File: src/rtl/diff_pkg.sv
// Shared timing constants, frame geometry and transmitter state encoding for
// the pulse-width-coded link (diff_tx / diff_rx).
// Optional build macro: DIFF_TX_IDLE_GAP_EN adds the post-frame GAP state.
package diff_pkg;

    localparam int DATA_PERIOD               = 20;
    localparam int HALF_DATA_PERIOD          = DATA_PERIOD / 2;
    localparam int QUARTER_DATA_PERIOD       = DATA_PERIOD / 4;
    localparam int THREE_QUARTER_DATA_PERIOD = (3 * DATA_PERIOD) / 4;
    localparam int CODE_WIDTH                = 26;

    // Segment counter is sized for a whole data period so the GAP build fits too.
    localparam int CNT_W = $clog2(DATA_PERIOD + 1);
    localparam int IDX_W = $clog2(CODE_WIDTH);

    typedef logic [CNT_W-1:0] seg_len_t;

    typedef enum logic [2:0] {
        TX_IDLE = 3'd0,
        TX_SL   = 3'd1,
        TX_SH   = 3'd2,
        TX_DL   = 3'd3,
        TX_DH   = 3'd4,
        TX_EL   = 3'd5
`ifdef DIFF_TX_IDLE_GAP_EN
        ,
        TX_GAP  = 3'd6
`endif
    } tx_state_e;

    // Length in cycles of the segment driven while in state st carrying bit_v.
    // A '1' bit is long-low/short-high, a '0' bit short-low/long-high.
    function automatic seg_len_t seg_len(input tx_state_e st, input logic bit_v);
        seg_len_t len;
        case (st)
            TX_SL, TX_SH, TX_EL: len = seg_len_t'(HALF_DATA_PERIOD);
            TX_DL:   len = bit_v ? seg_len_t'(THREE_QUARTER_DATA_PERIOD)
                                 : seg_len_t'(QUARTER_DATA_PERIOD);
            TX_DH:   len = bit_v ? seg_len_t'(QUARTER_DATA_PERIOD)
                                 : seg_len_t'(THREE_QUARTER_DATA_PERIOD);
`ifdef DIFF_TX_IDLE_GAP_EN
            TX_GAP:  len = seg_len_t'(DATA_PERIOD);
`endif
            default: len = '0;
        endcase
        return len;
    endfunction

endpackage

File: src/rtl/diff_tx_if.sv
// Code-source <-> transmitter bundle. The source (master) offers a code and a
// trigger; the transmitter (slave) returns handshake status and the line.
interface diff_tx_if;
    import diff_pkg::*;

    logic [CODE_WIDTH-1:0] code_in;
    logic                  trigger_in;
    logic                  ready_out;
    logic                  busy_out;
    logic                  data_out;
    logic                  done_out;

    modport master (
        output code_in,
        output trigger_in,
        input  ready_out,
        input  busy_out,
        input  data_out,
        input  done_out
    );

    modport slave (
        input  code_in,
        input  trigger_in,
        output ready_out,
        output busy_out,
        output data_out,
        output done_out
    );

endinterface

File: src/rtl/diff_seg_timer.sv
// Segment timer: load starts a segment of len_i cycles (count 1..len_i);
// last_o marks the final cycle of the running segment. Count returns to 0
// when a segment ends without a new load, i.e. when the line goes idle.
module diff_seg_timer
    import diff_pkg::*;
(
    input  logic     clk_i,
    input  logic     rst_i,
    input  logic     load_i,
    input  seg_len_t len_i,
    output logic     last_o
);

    seg_len_t cnt_q;
    seg_len_t cnt_d;
    seg_len_t len_q;
    seg_len_t len_d;

    assign last_o = (cnt_q != '0) && (cnt_q == len_q);

    // Next count: restart on load, stop at the end of a segment, else advance.
    always_comb begin
        cnt_d = cnt_q;
        len_d = len_q;
        if (load_i) begin
            cnt_d = seg_len_t'(1);
            len_d = len_i;
        end else if (last_o) begin
            cnt_d = '0;
        end else if (cnt_q != '0) begin
            cnt_d = cnt_q + seg_len_t'(1);
        end else begin
            cnt_d = '0;
        end
    end

    // Counter and latched segment length registers.
    always_ff @(posedge clk_i) begin
        if (rst_i) begin
            cnt_q <= '0;
            len_q <= '0;
        end else begin
            cnt_q <= cnt_d;
            len_q <= len_d;
        end
    end

endmodule

File: src/rtl/diff_tx.sv
// diff_tx: pulse-width-coded serial transmitter. Sends sync-low, sync-high,
// CODE_WIDTH PWM bits MSB first, end-low, then returns the line high.
// Build macro DIFF_TX_IDLE_GAP_EN: hold the line high in a busy GAP state for
// one data period after each frame so the receiver can re-arm.
module diff_tx
    import diff_pkg::*;
(
    input  logic        clk_in,
    input  logic        rst_in,
    diff_tx_if.slave    tx_if
);

    tx_state_e             state_q;
    tx_state_e             state_d;
    logic [CODE_WIDTH-1:0] shift_q;
    logic [CODE_WIDTH-1:0] shift_d;
    logic [IDX_W-1:0]      bit_idx_q;
    logic [IDX_W-1:0]      bit_idx_d;

    logic data_q;
    logic data_d;
    logic busy_q;
    logic busy_d;
    logic ready_q;
    logic ready_d;
    logic done_q;
    logic done_d;

    logic     accept_s;
    logic     seg_last_s;
    logic     seg_load_s;
    seg_len_t seg_len_s;

    assign accept_s = tx_if.trigger_in && ready_q;

    diff_seg_timer u_seg_timer (
        .clk_i  (clk_in),
        .rst_i  (rst_in),
        .load_i (seg_load_s),
        .len_i  (seg_len_s),
        .last_o (seg_last_s)
    );

    // State, frame data and registered outputs.
    always_ff @(posedge clk_in) begin
        if (rst_in) begin
            state_q   <= TX_IDLE;
            shift_q   <= '0;
            bit_idx_q <= '0;
            data_q    <= 1'b1;
            busy_q    <= 1'b0;
            ready_q   <= 1'b1;
            done_q    <= 1'b0;
        end else begin
            state_q   <= state_d;
            shift_q   <= shift_d;
            bit_idx_q <= bit_idx_d;
            data_q    <= data_d;
            busy_q    <= busy_d;
            ready_q   <= ready_d;
            done_q    <= done_d;
        end
    end

    // Next state: advance one segment each time the timer reports its last cycle.
    always_comb begin
        state_d   = state_q;
        shift_d   = shift_q;
        bit_idx_d = bit_idx_q;
        case (state_q)
            TX_IDLE: begin
                if (accept_s) begin
                    state_d   = TX_SL;
                    shift_d   = tx_if.code_in;
                    bit_idx_d = IDX_W'(CODE_WIDTH - 1);
                end else begin
                    state_d = TX_IDLE;
                end
            end
            TX_SL: state_d = seg_last_s ? TX_SH : TX_SL;
            TX_SH: state_d = seg_last_s ? TX_DL : TX_SH;
            TX_DL: state_d = seg_last_s ? TX_DH : TX_DL;
            TX_DH: begin
                if (seg_last_s && (bit_idx_q != '0)) begin
                    state_d   = TX_DL;
                    bit_idx_d = bit_idx_q - IDX_W'(1);
                end else if (seg_last_s) begin
                    state_d = TX_EL;
                end else begin
                    state_d = TX_DH;
                end
            end
            TX_EL: begin
                if (seg_last_s) begin
`ifdef DIFF_TX_IDLE_GAP_EN
                    state_d = TX_GAP;
`else
                    state_d = TX_IDLE;
`endif
                end else begin
                    state_d = TX_EL;
                end
            end
`ifdef DIFF_TX_IDLE_GAP_EN
            TX_GAP: state_d = seg_last_s ? TX_IDLE : TX_GAP;
`endif
            default: state_d = TX_IDLE;
        endcase
    end

    // Outputs follow the state being entered so they change on the same edge;
    // every state change other than into IDLE starts a fresh segment.
    always_comb begin
        data_d     = ((state_d == TX_SL) || (state_d == TX_DL) || (state_d == TX_EL)) ? 1'b0 : 1'b1;
        busy_d     = (state_d != TX_IDLE);
        ready_d    = (state_d == TX_IDLE);
        done_d     = (state_q == TX_EL) && (state_d != TX_EL);
        seg_load_s = (state_d != state_q) && (state_d != TX_IDLE);
        seg_len_s  = seg_len(state_d, shift_d[bit_idx_d]);
    end

    assign tx_if.data_out  = data_q;
    assign tx_if.busy_out  = busy_q;
    assign tx_if.ready_out = ready_q;
    assign tx_if.done_out  = done_q;

endmodule

File: src/flat_wrapper.sv
// flat-port wrapper written by rule: the top's interface ports become plain ports
module diff_tx_flat import diff_pkg::*;
  (clk_in, rst_in, tx_if_code_in, tx_if_trigger_in, tx_if_ready_out, tx_if_busy_out, tx_if_data_out, tx_if_done_out);
  diff_tx_if tx_if_i ();
  input  logic clk_in;
  input  logic rst_in;
  input wire logic [$bits(tx_if_i.code_in)-1:0] tx_if_code_in;
  input wire logic [$bits(tx_if_i.trigger_in)-1:0] tx_if_trigger_in;
  output wire logic [$bits(tx_if_i.ready_out)-1:0] tx_if_ready_out;
  output wire logic [$bits(tx_if_i.busy_out)-1:0] tx_if_busy_out;
  output wire logic [$bits(tx_if_i.data_out)-1:0] tx_if_data_out;
  output wire logic [$bits(tx_if_i.done_out)-1:0] tx_if_done_out;
  assign tx_if_i.code_in = tx_if_code_in;
  assign tx_if_i.trigger_in = tx_if_trigger_in;
  assign tx_if_ready_out = tx_if_i.ready_out;
  assign tx_if_busy_out = tx_if_i.busy_out;
  assign tx_if_data_out = tx_if_i.data_out;
  assign tx_if_done_out = tx_if_i.done_out;
  diff_tx u_core (.clk_in(clk_in), .rst_in(rst_in), .tx_if(tx_if_i));
endmodule
File: config.mk
export PLATFORM = sky130hd
export DESIGN_NAME = diff_tx_flat
export DESIGN_NICKNAME = d
export VERILOG_FILES = /design/src/rtl/diff_pkg.sv /design/src/rtl/diff_tx_if.sv /design/src/rtl/diff_seg_timer.sv /design/src/rtl/diff_tx.sv /design/src/flat_wrapper.sv
export SDC_FILE = /design/constraint.sdc
export NUM_CORES = 1
export LEC_CHECK = 0
export BUFFER_PORTS_ARGS = -buffer_cell sky130_fd_sc_hd__buf_2
export CORE_UTILIZATION = 61
export CTS_CLUSTER_DIAMETER = 50
export DETAILED_ROUTE_END_ITERATION = 8
export GPL_ROUTABILITY_DRIVEN = 0
export GPL_TIMING_DRIVEN = 0
export PLACE_DENSITY_LB_ADDON = 0.05
export SYNTH_ARGS = -nofsm -noshare
export SYNTH_HDL_FRONTEND = slang
export SYNTH_SLANG_ARGS = --single-unit
File: constraint.sdc
create_clock -name clk_in -period 8.65 [get_ports clk_in]
set_input_delay 0.4325 -clock clk_in [delete_from_list [all_inputs] [get_ports clk_in]]
set_output_delay 0.4325 -clock clk_in [all_outputs]
set_load 0.005 [all_outputs]
==> reports/qor.txt <==
Least-Margin Pin Slew -> 0.935 ns
Req. time, crit path -> 8.85 ns
GR Util met2 -> 49.7%
Via density -> 6.00
global-route wire length before repair -> 10.0 mm
DR WL/cell -> 15.0 um
Post-layout nets -> 377
Syn Inst Count -> 305
Inst Count DP -> 385
Setup Buffers After CTS -> 0
outcome -> complete, no violations
# setup viols final -> 0
CTS buffer count -> 5
Tot Pwr -> 0.000543 W
met3 usage -> 5.90%
Post-synth EDFFs -> 0
Core ar. -> 3770 sq um
Slowest-stage cell, CP -> o31ai_1
post-place instance area -> 2680 sq um
crit-path max cell delay -> 0.59 ns
crit path time final -> 3.49 ns
initial antenna violation count -> 0
CTS sink cnt -> 45
Synth Cell Area -> 2460 sq um
delay-heaviest family, CP -> compound AO/OA/AOI/OAI gates
Pwr per Cell Area -> 194 nW/um^2
worst path bufs/invs -> 2
CTS clk-pin slew, worst paths -> 0.08 ns
Final period util -> 40.4%
diode count -> 0
Antenna Violating Nets Remaining -> 0
relative slew slack -> 37.1%
die area -> 4290 sq um
Max Root-Sink Buffers -> 2
Hold Path Class -> in -> reg
gr busiest metal -> met2
setup TNS -> 0 ns
post-CTS sizing -> 0
total grt overflow -> 0
H-Tree Depth -> 2
RSZ-0062 raised after global routing -> false
largest net degree at the start of global routing -> 14
critical path class -> reg -> reg
DR iter-0 viols -> 223
Initial Utilization -> 65.2%
Non-Filler Instances -> 393
Max FO, Critical Path -> 10
HPWL Detailed -> 4.33 mm
Top FF cell, synth -> dfxtp_1
Core Rows -> 22
vias -> 2,358
synth warn -> 0
cts-stage hold buffer count -> 0
most frequent cells in the layout -> 59 x nand2_1, 45 x dfxtp_1, 33 x a21oi_1, 33 x buf_2, 23 x nor2_1
vias in the first global route -> 2,145
sequential fraction of the synthesis area -> 36.7%
register bit total from synthesis -> 45
pins over their slew limit -> 0
CTS tree -> done
syn_nets -> 338
CP startpoint kind -> register
leakage -> 1.09 nW
Die Wd -> 65.5 um
worst-skew pair later-pin latency -> 0.30 ns
I/O Buffers -> 32
Pre-antenna DRT Iters -> 4
Die Span Y -> 65.5 um
Root Buffer -> clkbuf_8
Post-synth ARST share -> 0%
clk_skew -> 0.00264 ns
peak supply drop -> 0.163 mV
Top Ports -> 33
Area Growth Syn to Fin -> 13.7%
total track usage -> 30.8%
final WL -> 5.90 mm
commonest non-fill, non-tap cell in the layout -> nand2_1
Final Hold Fails -> 0
GR Util met1 -> 41.4%
synth unique cells -> 65
DRC viols -> 0
crit path DAT -> 3.69 ns
Finished Cell Area -> 2790 sq um
sequence of cells on the critical path -> buf_6 -> inv_1 -> ha_1 -> or4b_4 -> nand3_4 -> nor4_1 -> o31ai_1 -> a21oi_1 -> a311oi_2 -> o221ai_2 -> and4b_1 -> a2111oi_2
max capacitance violation total -> 0
syn_area_per_cell -> 8.06 sq um
crit end category -> register
share of cells above drive strength 1 -> 19.4%
Fmax -> 286 MHz
## state kept, by name, indices dropped and copies added, names as in the netlist
name                      count
u_core.tx_if.busy_out         1
u_core.tx_if.ready_out        1
u_core.tx_if.data_out         1
u_core.tx_if.done_out         1
u_core.shift_q               26
u_core.state_q                3
u_core.bit_idx_q              5
u_core.u_seg_timer.len_q      2
u_core.u_seg_timer.cnt_q      5
## cell type report
class | count | area (sq um)
Multi-Input combinational cell | 232 | 1410
Fill cell | 305 | 977
Sequential cell | 45 | 901
Timing Repair Buffer | 32 | 160
Buffer | 16 | 98.8
Clock buffer | 7 | 86.3
Tap cell | 48 | 60.1
Inverter | 12 | 45.0
Clock inverter | 1 | 30.0
## cells by family (layout without fill, tap and decap cells)
kind of cell	Yosys count	count (layout)	share of synthesized area [%]
AO/OA/AOI/OAI	79	79	22.3
XOR/XNOR	5	5	1.78
adder cells (fa/ha/maj)	4	4	2.04
AND/OR/NAND/NOR	140	140	29.7
buffers and inverters	28	68	5.86
flip-flops	45	45	36.7
multiplexers	4	4	1.73
## final timing paths
check | end | cells past startpoint | startpoint | slack [ns]
max | u_core.u_seg_timer.len_q[1]$_SDFFE_PP0P_ | 12 | u_core.bit_idx_q[0]$_SDFF_PP0_ | 5.16
min | u_core.shift_q[10]$_SDFF_PP0_ | 3 | tx_if_code_in[10] | 0.36
min reg2reg | u_core.shift_q[17]$_SDFF_PP0_ | 2 | u_core.shift_q[17]$_SDFF_PP0_ | 0.46
max reg2reg | u_core.u_seg_timer.len_q[1]$_SDFFE_PP0P_ | 12 | u_core.bit_idx_q[0]$_SDFF_PP0_ | 5.16
## cell usage after synthesis (all sizes together), types with 3 or more instances
master	instances	share of area, %
a311oi	4	1.7
nor3	10	2.5
or3	3	0.76
o21ai	10	2.0
a21oi	33	6.7
xor2	3	1.1
dfxtp	45	37
o2111ai	3	1.1
clkbuf	10	1.7
ha	4	2.0
nand2b	3	0.87
nand2	60	9.3
buf	5	1.6
a31oi	4	1.0
a211oi	4	1.2
o221ai	6	2.4
inv	12	1.8
or2	3	0.76
nor2	24	4.0
nor4	6	2.1
and3	4	1.3
o31ai	4	2.0
nand3	11	2.7
## routing by layer
metal / wire [um] / vias to the layer above
li1: - / 1173
met4: 70 / 0
met1: 2620 / 1089
met5: 0 / -
met3: 459 / 9
met2: 2750 / 87
## worst register-to-register path: cells and delay by family, from the launching register on
family	cells	cell delay [ns]
and+or+nand+nor	4	1.03
DFF	1	0.32
adders and majority gates	1	0.20
buffers and inverters	2	0.36
AOI/OAI and AO/OA	5	1.51
## stage by stage
| step | util [%] | hold WS, ns | setup slack [ns] |
|---|---|---|---|
| floorplan | - | 0.432 | 5.73 |
| global placement | 71.0 | 0.440 | 5.21 |
| detailed placement | 71.0 | 0.445 | 5.21 |
| CTS | 74.1 | 0.364 | 5.18 |
| global route | 74.1 | 0.356 | 4.95 |
| finish | 74.1 | 0.362 | 5.16 |
## where the power goes
part	leakage, nW	internal, W	switching, W	total [W]
Combinational	0.661	0.0000539	0.0000853	0.000139
Sequential	0.368	0.000225	0.0000135	0.000239
Clock	0.0585	0.0000942	0.0000704	0.000165
Total	1.09	0.000374	0.000169	0.000543
Note: power is estimated with default switching activity, not from simulation.
